**src/rtl/sensor_frame_tx_ctrl.sv**
```systemverilog
// Sensor frame transmitter: packs each 32-bit sample into a 6-byte frame
// (header, 4 data bytes, additive checksum) and feeds it byte-wise to a UART.
module sensor_frame_tx_ctrl #(
  parameter logic [7:0]  HEADER     = 8'hAA,
  parameter logic [15:0] FRAME_GAP  = 16'd1000,
  parameter logic [19:0] TX_TIMEOUT = 20'd100000
) (
  input  logic        clk,
  input  logic        rst,
  input  logic        enable,
  input  logic        sample_valid,
  input  logic [31:0] sample_data,
  input  logic        tx_done,
  output logic [7:0]  tx_data,
  output logic        tx_start,
  output logic        busy,
  output logic        frame_done,
  output logic        timeout_err,
  output logic [7:0]  drop_cnt,
  output logic [1:0]  state_dbg
);

  // UART handshake: tx_start is a one-cycle request and tx_data is held
  // stable until the UART answers with a one-cycle tx_done; tx_done is only
  // honoured while waiting for it.
  typedef enum logic [1:0] {IDLE, SEND, WAIT, GAP} state_t;

  state_t      state, state_nxt;
  logic [31:0] pend_word;
  logic [31:0] frame_word;
  logic        pend_flag;
  logic [7:0]  chk;
  logic [7:0]  chk_calc;
  logic [2:0]  byte_idx;
  logic [19:0] tmo_cnt;
  logic [15:0] gap_cnt;
  logic        consume;
  logic        last_byte;
  logic        tmo_hit;
  logic        gap_end;

  function automatic logic [7:0] sel_byte(input logic [2:0] idx,
                                          input logic [31:0] w,
                                          input logic [7:0] c);
    case (idx)
      3'd0:    sel_byte = HEADER;
      3'd1:    sel_byte = w[31:24];
      3'd2:    sel_byte = w[23:16];
      3'd3:    sel_byte = w[15:8];
      3'd4:    sel_byte = w[7:0];
      3'd5:    sel_byte = c;
      default: sel_byte = 8'h00;
    endcase
  endfunction

  always_comb begin
    consume   = (state == IDLE) && pend_flag && enable;
    last_byte = (byte_idx == 3'd5);
    // tx_done on the terminal count still counts as success
    tmo_hit   = (state == WAIT) && !tx_done && (tmo_cnt == TX_TIMEOUT - 20'd1);
    gap_end   = (state == GAP) && (gap_cnt == FRAME_GAP - 16'd1);
    chk_calc  = pend_word[31:24] + pend_word[23:16] + pend_word[15:8] + pend_word[7:0];

    state_nxt = state;
    case (state)
      IDLE: if (consume) state_nxt = SEND;
      SEND: state_nxt = WAIT;
      WAIT: begin
        if (tx_done)      state_nxt = last_byte ? GAP : SEND;
        else if (tmo_hit) state_nxt = GAP;
      end
      GAP:  if (gap_end) state_nxt = IDLE;
      default: state_nxt = IDLE;
    endcase
  end

  always_ff @(posedge clk) begin
    if (rst) state <= IDLE;
    else     state <= state_nxt;
  end

  always_ff @(posedge clk) begin
    if (rst) begin
      pend_word   <= 32'h0;
      pend_flag   <= 1'b0;
      drop_cnt    <= 8'h00;
      frame_word  <= 32'h0;
      chk         <= 8'h00;
      byte_idx    <= 3'd0;
      tx_data     <= 8'h00;
      timeout_err <= 1'b0;
      frame_done  <= 1'b0;
      tmo_cnt     <= 20'd0;
      gap_cnt     <= 16'd0;
    end else begin
      frame_done <= 1'b0;

      // A sample arriving in the consume cycle refills the slot without a drop
      if (sample_valid) begin
        pend_word <= sample_data;
        pend_flag <= 1'b1;
        if (pend_flag && !consume && drop_cnt != 8'hFF)
          drop_cnt <= drop_cnt + 8'd1;
      end else if (consume) begin
        pend_flag <= 1'b0;
      end

      if (consume) begin
        frame_word  <= pend_word;
        chk         <= chk_calc;
        byte_idx    <= 3'd0;
        tx_data     <= HEADER;
        timeout_err <= 1'b0;
      end

      if (state == SEND) tmo_cnt <= 20'd0;

      if (state == WAIT) begin
        if (tx_done) begin
          if (last_byte) begin
            frame_done <= 1'b1;
          end else begin
            byte_idx <= byte_idx + 3'd1;
            tx_data  <= sel_byte(byte_idx + 3'd1, frame_word, chk);
          end
        end else if (tmo_hit) begin
          timeout_err <= 1'b1;
        end else begin
          tmo_cnt <= tmo_cnt + 20'd1;
        end
      end

      if (state == WAIT && state_nxt == GAP) gap_cnt <= 16'd0;
      else if (state == GAP)                 gap_cnt <= gap_cnt + 16'd1;
    end
  end

  assign tx_start  = (state == SEND);
  assign busy      = (state != IDLE);
  assign state_dbg = state;

endmodule

```
**config.mk**
```make
export PLATFORM = sky130hd
export DESIGN_NAME = sensor_frame_tx_ctrl
export DESIGN_NICKNAME = d
export VERILOG_FILES = /design/src/rtl/sensor_frame_tx_ctrl.sv
export SDC_FILE = /design/constraint.sdc
export NUM_CORES = 1
export LEC_CHECK = 0
export CORE_MARGIN = 5
export CORE_UTILIZATION = 60
export DETAILED_ROUTE_END_ITERATION = 10
export PLACE_DENSITY = 0.95
export SLEW_MARGIN = 20
export SYNTH_ARGS = -nofsm -noshare
export SYNTH_HDL_FRONTEND = slang
export SYNTH_SLANG_ARGS = --single-unit
export TNS_END_PERCENT = 30
```
**constraint.sdc**
```tcl
create_clock -name clk -period 8.9 [get_ports clk]
set_input_delay 1.335 -clock clk [delete_from_list [all_inputs] [get_ports clk]]
set_output_delay 1.335 -clock clk [all_outputs]
set_load 0.02 [all_outputs]
```
Yosys cells after proc, flatten, opt, wreduce, memory -nomap -nowiden
Cells that the tools add are included.
W data, S select, Z words.
{"block": "word_totals", "reg_bits": 132, "out_inout_bits": 22, "wordCells": 77}
{"block": "op_classes", "mux": 26, "bitwise": 2, "reduce_logical": 17, "addsub": 7, "eq_ne": 13}
{"op": "$mux W20", "count": 4}
{"op": "$pmux W8 S6", "count": 1}
{"op": "$mux W8", "count": 4}
{"op": "$add A8 B8 Y8", "count": 3}
{"op": "$add A20 B1 Y20 const B", "count": 1}
{"op": "$eq A20 B17 Y1 const B", "count": 1}
{"op": "$add A16 B1 Y16 const B", "count": 1}
{"op": "$eq A16 B10 Y1 const B", "count": 1}
{"op": "$mux W3", "count": 4}
{"op": "$mux W2", "count": 5}
{"op": "$eq A3 B3 Y1 const B", "count": 3}
{"op": "$add A8 B1 Y8 const B", "count": 1}
{"op": "$logic_and A1 B1 Y1", "count": 8}
{"op": "$ne A8 B8 Y1 const B", "count": 1}
{"op": "$pmux W2 S4", "count": 1}
{"op": "$mux W1", "count": 7}
{"op": "$eq A2 B2 Y1 const B", "count": 3}
{"op": "$eq A3 B2 Y1 const B", "count": 2}
{"op": "$reduce_bool A2 Y1", "count": 2}
{"op": "$add A3 B1 Y3 const B", "count": 1}
{"op": "$eq A3 B1 Y1 const B", "count": 1}
{"op": "$logic_not A3 Y1", "count": 1}
{"op": "$reduce_or A3 Y1", "count": 1}
{"op": "$eq A2 B1 Y1 const B", "count": 1}
{"op": "other kinds (5)", "count": 7}

Logic depth before layout (Yosys ltp)
Gate-level depths: netlist of the first run.
{"block": "depth", "depth_word": 9, "mapped_depth": 11, "mapped_depth_nobuf": 11}

Worst setup path before layout of the first run
OpenSTA, ideal clock, no wires.
{"block": "synth_path", "path_type": "flip-flop to flip-flop", "from": "reg pend_word[1]", "to": "reg chk[7]", "n_path_buf": 0, "path_slack_ns": 5.964, "period_less_slack_ns": 2.936, "setup_ns": 0.086, "stages_incl_launch_ff": 12, "t_arrival_ns": 2.851, "path_cell_list": "dfxtp_1 > inv_1 > fa_1 > fa_1 > inv_1 > ha_1 > fa_1 > a211oi_1 > o21bai_1 > a21oi_1 > xnor2_1 > a211oi_1"}
{"block": "synth_between", "elab_chain_len": 1}
{"item": "from (decl)", "line_no": "29", "rtl": "logic [31:0] pend_word;"}
{"item": "from (signal assigned)", "line_no": "100", "rtl": "pend_word <= sample_data;"}
{"item": "$add A8 B8 Y8", "line_no": "62", "rtl": "chk_calc = pend_word[31:24] + pend_word[23:16] + pend_word[15:8] + pend_word[7:0];"}
{"item": "to (signal assigned)", "line_no": "110", "rtl": "chk <= chk_calc;"}
{"item": "to (decl)", "line_no": "32", "rtl": "logic [7:0] chk;"}
Every way passes these cells.
A chain may end at the register's enable or synchronous reset.

Final worst setup path of the first run
{"block": "layout_path", "from": "reg state[0], in the netlist state_dbg[0]", "to": "out tx_start"}
{"block": "layout_between", "elab_chain_len": 1}
{"item": "from (decl)", "line_no": "28", "rtl": "state_t state, state_nxt;"}
{"item": "from (signal assigned)", "line_no": "79", "rtl": "else state <= state_nxt;"}
{"item": "$eq A2 B1 Y1", "line_no": "138", "rtl": "assign tx_start = (state == SEND);"}
{"item": "to (decl)", "line_no": "15", "rtl": "output logic tx_start,"}
Every way passes these cells.

==> metrics.cfg, run 1 <==
[run_status]
outcome=complete, no violations

[timing]
fmax_mhz=287
finalCritPeriodShare_pct=39.2
post-route-min-period_ns=3.49
finalHoldViolations=0
drv_slew=0
clock_skew_ns=0.00543
setup_violations=0
tightest_slew_ns=1.07
fin_ws_ns=5.41
final.setup.tns_ns=0
whs_ns=0.457
slew_headroom_pct=28.5
rsz0062_at_grt=no

[die]
ios=59
rows=37
start_util_pct=61.3
die_h_um=112
die_w_um=112
core_sq_mm=0.0103
dieArea_sq_mm=0.0126

[pwr]
p_leak_nw=2.89
swShare_pct=22.7
p_per_area_mw_per_mm2=206
pwr-share-comb_pct=9.8
p_seq_share_pct=40.4
ir_drop_mv=0.166
p_switching_uw=353
clkPwrFrac_pct=49.8
power_mw=1.55
intPower_mw=1.20

[critical_path]
cp.required_ns=7.57
crit_fanout=11
end_kind=output port
reg2reg_to=chk[7]
reg2reg_from=pend_word[1]
critPathLaunchType=register
cp_data_arrival_time_ns=2.15
r2r_slack_ns=5.59
worstSetupPathType=reg -> out
rr_worst_depth=11

[global_route]
grt_max_degree=107
grt_antenna_before_repair=0
grt_pass1_wl_mm=26.8
grtUsageTotal_pct=25.9
grt-ovfl-total=0
grt_pass1_vias=5665

[yosys]
yosysTopAreaCellShare_pct=42.0
ys_ff_latch=132
yosysTopAreaCell=dfxtp_1
ys.flop_type=dfxtp_1
syn_inst=725
syn_area_sq_mm=0.00630
synth_nets=792
async_flop_share_pct=0
synth_edf_count=0
yosysWarningCount=0
synth_area_leaders=dfxtp_1 42%, nand2_1 6.3%, mux2i_1 5.6%
yosysSeqAreaShare_pct=42.0
synthesis.area_per_instance_sq_um=8.69
synth_cell_types=63

[cells_and_area]
drive_gt1_share_pct=6.81
post-route-util_pct=73.4
multi_input_area_sq_mm=0.00334
syn_to_final_growth_pct=19.9
ff_latch_area_sq_mm=0.00264
antennaDiodeCount=0
fillCellCount=692
nets=833

[placement]
gp_congestion=0.873
dp_slack_ns=5.56
io_buffers=58
post-dp-hpwl_mm=9.93

[clock_tree]
postCtsSetupBuffers=0
hold_buffers=0
clockBufferDepth=2
cts_resized=0
clkLatencyLatePin_ns=0.52
clock_tree.root_cell=clkbuf_8
cts_inserted_buffers=17
cts_tree=done
h-tree-depth=4
clkSinkCount=132
clk_pin_slew_ns=0.06

[hold_path]
hold-path-endpoint=frame_word[30]
hp-start=frame_word[30]
holdPathStages=2
holdCritPathClass=reg -> reg

[routing]
wl_mm=16.1
viasPerCell=6.07
drc_errors=0
dr.pass1.iters=5
drtIter0Drc=649
antenna_left=0
avgRoutedWirePerCell_um=17.6
dr_total_vias=5547

[run]
maxCapViolCount=0

stage by stage:
step / cell area [sq um] / std cells
2_1_floorplan: 6300 / 725
3_3_place_gp: 6900 / 883
3_5_place_dp: 6900 / 883
4_1_cts: 7550 / 914
5_1_grt: 7550 / 914
6_report: 7550 / 914
cells in the mapped netlist, types with 4 or more instances:
cell type and number:
fa_1 14, nand2b_1 4, or3_1 7, a221oi_1 6
and3_1 4, nand2_1 105, o21ai_0 15, and4_1 5
xor2_1 14, a22oi_1 4, dfxtp_1 132, a211o_1 4
a21oi_1 61, ha_1 16, buf_2 6, nor2_1 85
a211oi_1 7, inv_1 35, o31ai_1 4, xnor2_1 18
buf_4 4, mux2i_1 35, nand3_1 18, buf_1 7
nor3_1 20, a31oi_1 8, nand4_1 14, clkbuf_1 23
power groups by stage:
stage | logic (mW) | clock network, mW | registers [mW]
6_report | 0.153 | 0.773 | 0.628
5_1_grt | 0.168 | 0.805 | 0.629
4_1_cts | 0.152 | 0.776 | 0.627
3_5_place_dp | 0.148 | 0 | 0.639
3_3_place_gp | 0.139 | 0 | 0.638
2_1_floorplan | 0.101 | 0 | 0.636
routing by layer:
metal	vias up	GRT usage (%)	wire, um
met5	-	0	0
li1	2573	-	-
met2	267	44.8	8030
met3	77	6.79	1110
met1	2630	29.0	6170
met4	0	13.9	741
flip-flops by register name (all words and copies together) (netlist names), 2 cells and up:
name,flops
byte_idx,3
chk,8
drop_cnt,8
frame_word,32
gap_cnt,16
pend_word,32
state_dbg,2
tmo_cnt,20
tx_data,8
cell type report:
type / count / share of cell area [%]
Clock buffer: 21 / 5.95
Clock inverter: 10 / 2.69
Inverter: 35 / 1.74
Multi-Input combinational cell: 517 / 44.3
Sequential cell: 132 / 35.0
Tap cell: 136 / 2.25
Timing Repair Buffer: 63 / 8.06
cells by family (layout without fill, tap and decap cells):
| group | Yosys count | count (layout) | synth area share (%) |
|---|---|---|---|
| AO/OA/AOI/OAI | 129 | 129 | 13.0 |
| XOR/XNOR | 32 | 32 | 4.45 |
| adder cells (fa/ha/maj) | 30 | 30 | 7.63 |
| buffers and inverters | 76 | 129 | 5.01 |
| flip-flops | 132 | 132 | 42.0 |
| multiplexers | 39 | 39 | 6.28 |
| AND/OR/NAND/NOR | 287 | 287 | 21.6 |
worst max-delay path, cell delays in order (launching register included):
cell	delay (ns)
dfxtp_1	0.62
nand2b_1	0.30
inv_1	0.11
clkdlybuf4s50_1	0.61
layout by cell type (no fill, tap or decap), drive strengths merged, types with 15 or more instances in the layout:
cell type,netlist,final
mux2i,35,35
nand3,18,18
xnor2,18,18
nor2,87,87
nand2,105,105
nor3,21,21
clkbuf,23,21
nand4,15,15
ha,16,16
clkdlybuf4s50,0,56
o21ai,15,15
a21oi,62,62
inv,35,35
dfxtp,132,132
how the worst max path moves through the flow:
stage,startpoint,to,slack (ns),cells past startpoint
2_1_floorplan,pend_word[1],chk[7],5.96,11
3_3_place_gp,enable,drop_cnt[5],5.65,7
3_5_place_dp,enable,drop_cnt[7],5.56,7
4_1_cts,state_dbg[0],tx_start,5.44,3
5_1_grt,state_dbg[0],tx_start,5.31,3
6_report,state_dbg[0],tx_start,5.41,3
Note: power is estimated with default switching activity, not from simulation.
==> inputs of run 2 (changes only) <==
CORE_UTILIZATION = 57   (was 60)
PLACE_DENSITY = 0.91   (was 0.95)
clock period = 3.5 ns   (was 8.9 ns; I/O delays follow)
==> metrics.cfg, run 2 (synthesis results as in run 1) <==
[placement]
dp_slack_ns=0.286
io_buffers=58
post-dp-hpwl_mm=10.3
gp_congestion=0.854

[timing]
setup_violations=0
finalCritPeriodShare_pct=95.2
fin_ws_ns=0.170
fmax_mhz=300
finalHoldViolations=0
rsz0062_at_grt=no
final.setup.tns_ns=0
drv_slew=0
slew_headroom_pct=56.7
tightest_slew_ns=0.650
whs_ns=0.323
clock_skew_ns=0.00589
post-route-min-period_ns=3.33

[clock_tree]
h-tree-depth=4
clkLatencyLatePin_ns=0.54
clk_pin_slew_ns=0.06
clockBufferDepth=2
cts_inserted_buffers=17
cts_resized=0
postCtsSetupBuffers=0
clkSinkCount=132
cts_tree=done
hold_buffers=0
clock_tree.root_cell=clkbuf_8

[global_route]
grt_max_degree=65
grt_antenna_before_repair=0
grtUsageTotal_pct=24.2
grt-ovfl-total=0
grt_pass1_vias=5514
grt_pass1_wl_mm=25.5

[die]
ios=59
die_h_um=115
core_sq_mm=0.0108
rows=38
start_util_pct=58.1
die_w_um=115
dieArea_sq_mm=0.0133

[routing]
dr.pass1.iters=5
viasPerCell=5.95
antenna_left=0
drtIter0Drc=650
avgRoutedWirePerCell_um=16.8
drc_errors=0
wl_mm=15.4
dr_total_vias=5458

[cells_and_area]
mostFrequentLayoutCell=dfxtp_1
final_cell_mix=132 x dfxtp_1, 105 x nand2_1, 85 x nor2_1
antennaDiodeCount=0
drive_gt1_share_pct=6.94
nets=834
post-route-util_pct=68.9
syn_to_final_growth_pct=18.6
reg_top3=frame_word (32), pend_word (32), tmo_cnt (20)

[critical_path]
critPathLaunchType=register
crit_fanout=3
worst_path_most_repeated_cell=fa_1
path_buf_inv=2
path_depth=11
cpPeakStageDelay_ns=0.53
slowest_stage=fa_1
worstSetupPathType=reg -> reg
end_kind=register
cp_cell_sequence=inv_1 > fa_1 > fa_1 > inv_1 > ha_1 > fa_1 > a211oi_1 > o21bai_1 > a21oi_1 > xnor2_1 > a211oi_1
rr_worst_depth=11
cp.required_ns=3.94
crit_family=adder cells
cp_data_arrival_time_ns=3.77

[hold_path]
holdPathStages=2
holdCritPathClass=in -> reg

[pwr]
p_leak_nw=2.86
power_mw=3.64
ir_drop_mv=0.421
p_per_area_mw_per_mm2=487

[run_status]
outcome=complete, no violations

[run]
maxCapViolCount=0

[run 2: path summary, 6_finish.rpt]
path	slack, ns	start	endpoint
max	0.17	pend_word[1]	chk[7]
min	0.32	rst	tmo_cnt[1]
max reg2reg	0.17	pend_word[1]	chk[7]
min reg2reg	0.45	frame_word[17]	frame_word[17]
[run 2: area by class of cell]
type | instances | area, sq um
inverter | 35 | 131
fill | 812 | 3370
clock inverter | 3 | 15.0
tap | 140 | 175
multi-input combinational | 517 | 3340
timing repair buffer | 64 | 616
sequential | 132 | 2640
clock buffer | 27 | 542
[run 2: routing by layer]
layer	up-vias	GRT usage [%]	part of all wire [%]
met5	-	0	0
met4	0	11.3	3.1
met3	52	6.32	6.6
met1	2602	27.8	40
li1	2574	-	-
met2	230	41.9	50
[run 2: metrics by stage]
step	instance area, sq um	std cells
2_1_floorplan	6300	725
3_3_place_gp	6910	888
3_5_place_dp	6910	888
4_1_cts	7470	918
5_1_grt	7470	918
6_report	7470	918
[run 2: power breakdown]
part	leakage (nW)	switching, mW	internal [mW]
Clock	0.282	0.619	1.03
Sequential	1.07	0.0428	1.55
Combinational	1.50	0.220	0.173
Total	2.86	0.883	2.75
==> inputs of run 3 (changes only) <==
CTS_CLUSTER_SIZE = 28   (was not set)
==> results of run 3 <==
No change in the layout: final DEF, timing and power equal those of run 2.
